==> config.mk <==
export PLATFORM = sky130hd
export DESIGN_NAME = trng_sample_ctrl
export DESIGN_NICKNAME = d
export VERILOG_FILES = /design/src/rtl/trng_sample_ctrl.sv
export SDC_FILE = /design/constraint.sdc
export NUM_CORES = 1
export LEC_CHECK = 0
export CORE_ASPECT_RATIO = 1.2
export CORE_UTILIZATION = 58
export CTS_BUF_LIST = sky130_fd_sc_hd__clkbuf_4 sky130_fd_sc_hd__clkbuf_8 sky130_fd_sc_hd__clkbuf_16
export CTS_CLUSTER_SIZE = 16
export DETAILED_ROUTE_END_ITERATION = 12
export PLACE_DENSITY = 0.85
export SYNTH_ARGS = -nofsm -noshare
export SYNTH_HDL_FRONTEND = slang
export SYNTH_SLANG_ARGS = --single-unit
==> constraint.sdc <==
create_clock -name clk -period 3.1 [get_ports clk]
set_clock_uncertainty 0.2 [all_clocks]
set_input_delay 0.775 -clock clk [delete_from_list [all_inputs] [get_ports clk]]
set_output_delay 0.775 -clock clk [all_outputs]
set_load 0.005 [all_outputs]
==> src/rtl/trng_sample_ctrl.sv <==
// -----------------------------------------------------------------------------
// trng_sample_ctrl
//
// Sampling controller for a true random number generator. It paces an
// external entropy source with a programmable divider and discards a warm-up
// run of samples after every start. It then assembles 8 samples MSB-first into
// a byte and holds that byte until the consumer reads it. A repetition-count
// health test runs on every sample, including warm-up samples. A run of
// RCT_LIMIT identical samples latches a sticky failure and parks the FSM in
// FAIL until the next start.
//
// Ports
//   clk          system clock, rising edge
//   rst_n        synchronous active-low reset
//   ena          block enable; low aborts to IDLE (except from FAIL)
//   start        level-sampled request to begin generation
//   cont         1 = after a read, go straight back to COLLECT (no warm-up)
//   div [3:0]    sample divider; one sample tick every div+1 cycles
//   raw_bit      entropy source output, captured on a tick
//   rd           consumer read strobe for the held byte
//   sample_en    one-cycle pulse to the entropy source on each tick
//   byte_out     assembled random byte
//   valid        byte_out holds an unread byte
//   busy         high in WARMUP or COLLECT
//   health_fail  sticky repetition-count failure flag
// -----------------------------------------------------------------------------
module trng_sample_ctrl #(
    parameter int WARMUP_SAMPLES = 16,
    parameter int RCT_LIMIT      = 8
) (
    input  logic       clk,
    input  logic       rst_n,
    input  logic       ena,
    input  logic       start,
    input  logic       cont,
    input  logic [3:0] div,
    input  logic       raw_bit,
    input  logic       rd,
    output logic       sample_en,
    output logic [7:0] byte_out,
    output logic       valid,
    output logic       busy,
    output logic       health_fail
);

    localparam logic [2:0] S_IDLE    = 3'd0;
    localparam logic [2:0] S_WARMUP  = 3'd1;
    localparam logic [2:0] S_COLLECT = 3'd2;
    localparam logic [2:0] S_HOLD    = 3'd3;
    localparam logic [2:0] S_FAIL    = 3'd4;

    // The sample counter serves both warm-up (up to WARMUP_SAMPLES) and
    // byte assembly (up to 8), so it is at least 4 bits wide.
    localparam int SCW = ($clog2(WARMUP_SAMPLES + 1) > 4) ? $clog2(WARMUP_SAMPLES + 1) : 4;
    localparam logic [SCW-1:0] WARM_LAST = SCW'(WARMUP_SAMPLES - 1);
    localparam logic [SCW-1:0] BYTE_LAST = SCW'(7);
    localparam logic [3:0]     RCT_LIM   = 4'(RCT_LIMIT);

    // With no warm-up configured, a start goes directly to collection.
    localparam logic [2:0] S_FIRST = (WARMUP_SAMPLES == 0) ? S_COLLECT : S_WARMUP;

    logic [2:0]     r_state;
    logic [3:0]     r_div_cnt;
    logic [SCW-1:0] r_smp_cnt;
    logic [7:0]     r_sreg;
    logic [3:0]     r_rct;
    logic           r_last_bit;
    logic [7:0]     r_byte;
    logic           r_valid;
    logic           r_fail;

    logic           w_active;
    logic           w_tick;
    logic [3:0]     w_rct_next;
    logic           w_rct_trip;
    logic [7:0]     w_byte_next;

    assign w_active    = (r_state == S_WARMUP) || (r_state == S_COLLECT);
    assign w_tick      = w_active && (r_div_cnt == div);
    assign w_byte_next = {r_sreg[6:0], raw_bit};

    // Repetition count: zero marks "cleared", so the first sample after a
    // clear always starts a fresh run of length 1.
    always_comb begin
        // NOTE: give every combinational output a default first so no path
        // leaves it unassigned, which would infer a latch.
        w_rct_next = 4'd1;
        if (r_rct != 4'd0 && raw_bit == r_last_bit) begin
            w_rct_next = (r_rct == 4'hF) ? 4'hF : r_rct + 4'd1;
        end
    end

    assign w_rct_trip = w_tick && (w_rct_next == RCT_LIM);

    // NOTE: all state updates use non-blocking assignments so every register
    // sees the pre-edge values of the others, whatever the statement order.
    always_ff @(posedge clk) begin
        if (!rst_n) begin
            // NOTE: reset is sampled on the clock edge, so this block is the
            // only place state is forced; there is no asynchronous path.
            r_state    <= S_IDLE;
            r_div_cnt  <= 4'd0;
            r_smp_cnt  <= '0;
            r_sreg     <= 8'h00;
            r_rct      <= 4'd0;
            r_last_bit <= 1'b0;
            r_byte     <= 8'h00;
            r_valid    <= 1'b0;
            r_fail     <= 1'b0;
        end else if (!ena && r_state != S_FAIL) begin
            // Abort wins over a health failure or any normal transition.
            // FAIL is sticky and is left only through start.
            r_state   <= S_IDLE;
            r_valid   <= 1'b0;
            r_div_cnt <= 4'd0;
            r_smp_cnt <= '0;
        end else begin
            // The divider free-runs only while sampling and restarts from 0
            // on every entry to WARMUP/COLLECT.
            if (w_active) begin
                r_div_cnt <= w_tick ? 4'd0 : r_div_cnt + 4'd1;
            end else begin
                r_div_cnt <= 4'd0;
            end

            if (w_tick) begin
                r_rct      <= w_rct_next;
                r_last_bit <= raw_bit;
            end

            if (w_rct_trip) begin
                // A failing sample overrides byte completion on the same tick.
                r_state   <= S_FAIL;
                r_fail    <= 1'b1;
                r_valid   <= 1'b0;
                r_sreg    <= 8'h00;
                r_smp_cnt <= '0;
            end else begin
                case (r_state)
                    S_IDLE: begin
                        if (start) begin
                            r_state   <= S_FIRST;
                            r_smp_cnt <= '0;
                            r_sreg    <= 8'h00;
                            r_rct     <= 4'd0;
                        end
                    end
                    S_WARMUP: begin
                        if (w_tick) begin
                            if (r_smp_cnt == WARM_LAST) begin
                                r_state   <= S_COLLECT;
                                r_smp_cnt <= '0;
                            end else begin
                                r_smp_cnt <= r_smp_cnt + 1'b1;
                            end
                        end
                    end
                    S_COLLECT: begin
                        if (w_tick) begin
                            r_sreg <= w_byte_next;
                            if (r_smp_cnt == BYTE_LAST) begin
                                r_byte    <= w_byte_next;
                                r_valid   <= 1'b1;
                                r_state   <= S_HOLD;
                                r_smp_cnt <= '0;
                            end else begin
                                r_smp_cnt <= r_smp_cnt + 1'b1;
                            end
                        end
                    end
                    S_HOLD: begin
                        // The health counter is left untouched here, so a
                        // run can span bytes in continuous mode.
                        if (rd && r_valid) begin
                            r_valid <= 1'b0;
                            r_state <= cont ? S_COLLECT : S_IDLE;
                        end
                    end
                    S_FAIL: begin
                        if (start && ena) begin
                            r_state   <= S_FIRST;
                            r_fail    <= 1'b0;
                            r_smp_cnt <= '0;
                            r_sreg    <= 8'h00;
                            r_rct     <= 4'd0;
                        end
                    end
                    default: begin
                        r_state <= S_IDLE;
                    end
                endcase
            end
        end
    end

    assign sample_en   = w_tick;
    assign busy        = w_active;
    assign byte_out    = r_byte;
    assign valid       = r_valid;
    assign health_fail = r_fail;

endmodule
==> results by stage <==
Status:
- The run finished with clean final reports.

Timing:
- The hold violation count in the final report is 0.
- Setup repair after global routing left no endpoint under its margin.
- Timing would allow up to 333.0 MHz.
- The final setup violation count is 0.
- The worst max-slew margin expressed relative to the limit is 0.6737.
- The routed design could run at a clock period as short as 3003 ps.
- Hold timing on the final database bottoms out at a slack of 267.7 ps.
- Setup slack on the critical path of the routed design comes to 97.24 ps.
- The final critical-path share of the clock period is 0.9686.
- At the pin with the least slew margin, the transition time is 486.8 ps.
- The final-report max-slew violation count came to 0.

Power and ir drop:
- The total power is 0.7906 mW.
- The total power density per cell area is 370.8 mW/mm².
- For this design the total switching power over the nets is 0.2017 mW.
- The proportion of power drawn by flip-flops and latches is 0.561.
- Of the total power, the clock network draws 0.329.
- The peak supply drop is 0.3199 mV.
- The switching fraction of total power is 0.2552.
- The power share of the combinational group is 0.110.
- The static leakage is 0.8359 nW.
- The internal portion of the total power is 0.5889 mW.

Logic synthesis:
- For this run, asynchronously set or reset flops after synthesis account for 0.
- Of all cell types, the one taking the most synthesized area is sky130_fd_sc_hd__dfxtp_1.
- For this run, the register share of the synthesized area comes to 0.3922.
- By area the synthesized netlist is led by sky130_fd_sc_hd__dfxtp_1 39%, sky130_fd_sc_hd__nand2_1 5.6%, sky130_fd_sc_hd__mux2i_1 5.2%.
- The most frequently used flop master after synthesis is sky130_fd_sc_hd__dfxtp_1.
- In the synthesized netlist, the number of instances is 194.
- The post-synthesis net count is 211.
- The synthesized flop and latch total is 34.
- The number of enable-type register cells in the synthesized netlist is 0.
- The number of distinct library cells after synthesis is 50.
- The cell area that synthesis handed to floorplanning was 0.001735 mm².
- The number of warnings printed during yosys synthesis is 0.
- The average instance in the mapped netlist occupies 8.945 µm².
- The proportion of netlist area held by the largest area contributor is 0.3922.

Floorplan:
- The initial cell density of the core is 0.6173.
- The number of primary I/O pins is 23.
- The die is 61.92 µm tall.
- The core box area is 0.002811 mm².
- The floorplan step defined a die boundary enclosing 0.003216 mm².
- In this run the core area contains 21 standard-cell rows.
- The floorplan step set the die width to 51.94 µm.

CTS:
- The clock sink total is 34.
- The clock-pin slew of the registers on the worst-case setup and hold paths is 100 ps.
- At the later pin of the worst-skew pair, clock insertion delay measures 340 ps.
- The number of clock buffers added by TritonCTS is 5.
- The number of hold buffers added after CTS is 0.
- The tree is rooted in a sky130_fd_sc_hd__clkbuf_4.
- The TritonCTS clock tree is done.
- In this run the number of H-tree levels came out at 2.
- The maximum number of buffers from clock root to sink is 2.

Final layout:
- The design area is 0.002132 mm².
- For this run, the post-layout net count is 246.
- At the end of the flow the core is filled with cells to 0.7583.
- The final antenna diode count is 0.
- The share of final-layout standard cells stronger than drive strength 1 is 0.1478.
- The synthesis-to-finish area growth is 22.85%.

Worst setup path:
- For the worst setup path, the data arrival time is 2030 ps.
- In this design, the stage delay of the slowest critical-path cell is 480 ps.
- The required time of the critical path is 2120 ps.
- The worst setup path is captured at a primary output.
- The critical path in this run is classified as input port to primary output.
- Walking the worst path, the cells encountered are clkdlybuf4s50_1, xnor2_1, and4_1, and2_1, dlygate4sd2_1.
- The library cell contributing the largest single delay on the critical path is sky130_fd_sc_hd__clkdlybuf4s50_1.
- The worst-case reg-to-reg path depth is 6.
- The kind of launch point of the worst setup path is an input port.
- The highest fanout seen on the critical path is 2.

Global route:
- The total overflow reported by the global router is 0.
- The maximum number of pins on one net before global-route repair is 20.
- The number of antenna violations at the first check in global routing is 0.
- The via count of the first global-routing pass is 1507.
- The global-route wire length before repair is 6603 µm.
- The overall routing resource usage is 0.2798.

Routing:
- The initial detailed-routing violation count is 58.
- In the final routed layout, each cell accounts on average for 15.17 µm.
- The count of antenna-violating nets left after detailed routing is 0.
- Dividing the detail-routed via count by the number of cells gives 5.932.
- In the routed design, unresolved DRC markers number 0.
- The first TritonRoute pass finished after 4 iterations.
- Wires add up to 4004 µm.
- The routed layout has 1566 vias.

Worst hold path:
- Along the worst hold path, the cell count comes to 2.
- The path category of the worst min-delay check is flop to flop.

Place:
- The weighted congestion at the end of routability-driven global placement is 0.9259.
- The placed instances occupy a cell area of 0.002056 mm².
- The worst-case setup slack after placement is -194.5 ps.
- Detailed placement finished with a half-perimeter wire length of 2940 µm.
- Buffers placed on the I/O ports in this run total 22.

Flow run:
- The count of maximum capacitance violations is 0.
metal layers:
layer | vias up | GRT usage | wire [µm]
met5 | - | 0 | 0
met4 | 0 | 0.1120 | 62
met3 | 9 | 0.05839 | 150
met2 | 40 | 0.5183 | 2085
met1 | 735 | 0.3110 | 1706
li1 | 782 | - | -
final timing paths:
| check | slack [ps] | start | to |
|---|---|---|---|
| max | 100 | div[2] | sample_en |
| min | 270 | byte_out[5] | byte_out[5] |
| max reg2reg | 660 | r_rct[0] | r_sreg[0] |
| min reg2reg | 270 | byte_out[5] | byte_out[5] |
power by group through the flow:
| stage | Combinational, mW | Sequential, mW | Clock (mW) |
|---|---|---|---|
| detailed placement | 0.0844 | 0.453 | 0 |
| CTS | 0.0864 | 0.443 | 0.266 |
| global placement | 0.0820 | 0.453 | 0 |
| global route | 0.0941 | 0.444 | 0.285 |
| finish | 0.0867 | 0.443 | 0.260 |
| floorplan | 0.0518 | 0.450 | 0 |
synthesized netlist by cell type, drive strengths merged (2+ instances only):
master,count
dfxtp,34
nand2,26
nor2,12
a21oi,11
mux2i,9
nand3,9
inv,8
o22ai,7
ha,6
a31oi,5
nand2b,5
nand4,5
o21ai,5
xnor2,5
and3,4
clkbuf,4
nor3,4
a211oi,3
buf,3
nor2b,2
nor3b,2
o21a,2
o221a,2
xor2,2
worst max-delay path, delay by kind of cell:
kind	cells	cell delay (ps)
buffers and inverters	2	720
and+or+nand+nor	2	390
xor gates and xnor gates	1	140
kinds of logic (layout without fill, tap and decap cells):
kind of cell | count (synthesis) | count (layout) | share of synthesized area
buf+inv | 15 | 51 | 0.03605
flops | 34 | 34 | 0.3922
fa+ha+maj | 6 | 6 | 0.04326
mux | 9 | 9 | 0.05191
xor+xnor | 7 | 7 | 0.03533
simple gates | 78 | 78 | 0.2473
compound gates | 45 | 45 | 0.1939
placed cells by master (no fill, tap or decap), types with 5 or more instances in the layout:
| master | n |
|---|---|
| sky130_fd_sc_hd__a21oi_1 | 10 |
| sky130_fd_sc_hd__a31oi_1 | 5 |
| sky130_fd_sc_hd__buf_4 | 13 |
| sky130_fd_sc_hd__clkbuf_4 | 5 |
| sky130_fd_sc_hd__clkdlybuf4s50_1 | 20 |
| sky130_fd_sc_hd__dfxtp_1 | 34 |
| sky130_fd_sc_hd__ha_1 | 6 |
| sky130_fd_sc_hd__inv_1 | 8 |
| sky130_fd_sc_hd__mux2i_1 | 9 |
| sky130_fd_sc_hd__nand2_1 | 26 |
| sky130_fd_sc_hd__nand3_1 | 9 |
| sky130_fd_sc_hd__nor2_1 | 12 |
| sky130_fd_sc_hd__o21ai_0 | 5 |
| sky130_fd_sc_hd__o22ai_1 | 7 |
through the flow:
step / instances / setup TNS, ps
after floorplan: 194 / 0
after global placement: 255 / -119.9
after global routing: 264 / 0
final: 264 / 0
after CTS: 264 / 0
after detailed placement: 255 / -194.5
cell type report:
type / instances / area [µm²]
Timing Repair Buffer: 35 / 315.3
Clock inverter: 2 / 12.51
Inverter: 8 / 30.03
Sequential cell: 34 / 680.7
Clock buffer: 6 / 51.30
Fill cell: 201 / 679.4
Multi-Input combinational cell: 145 / 999.7
Tap cell: 34 / 42.54
registers in the layout (all words and copies together) (netlist names), 3 cells and up:
name / cells
r_smp_cnt: 5
r_sreg: 7
r_state: 3
r_div_cnt: 4
r_rct: 4
byte_out: 8
repair_timing:
action / CTS / global route
gates resized for setup: 3 / 0
hold endpoints to repair: 0 / 0
buffers inserted: 1 / 0
setup endpoints to repair: 1 / 0
Note: power is estimated with default switching activity, not from simulation.
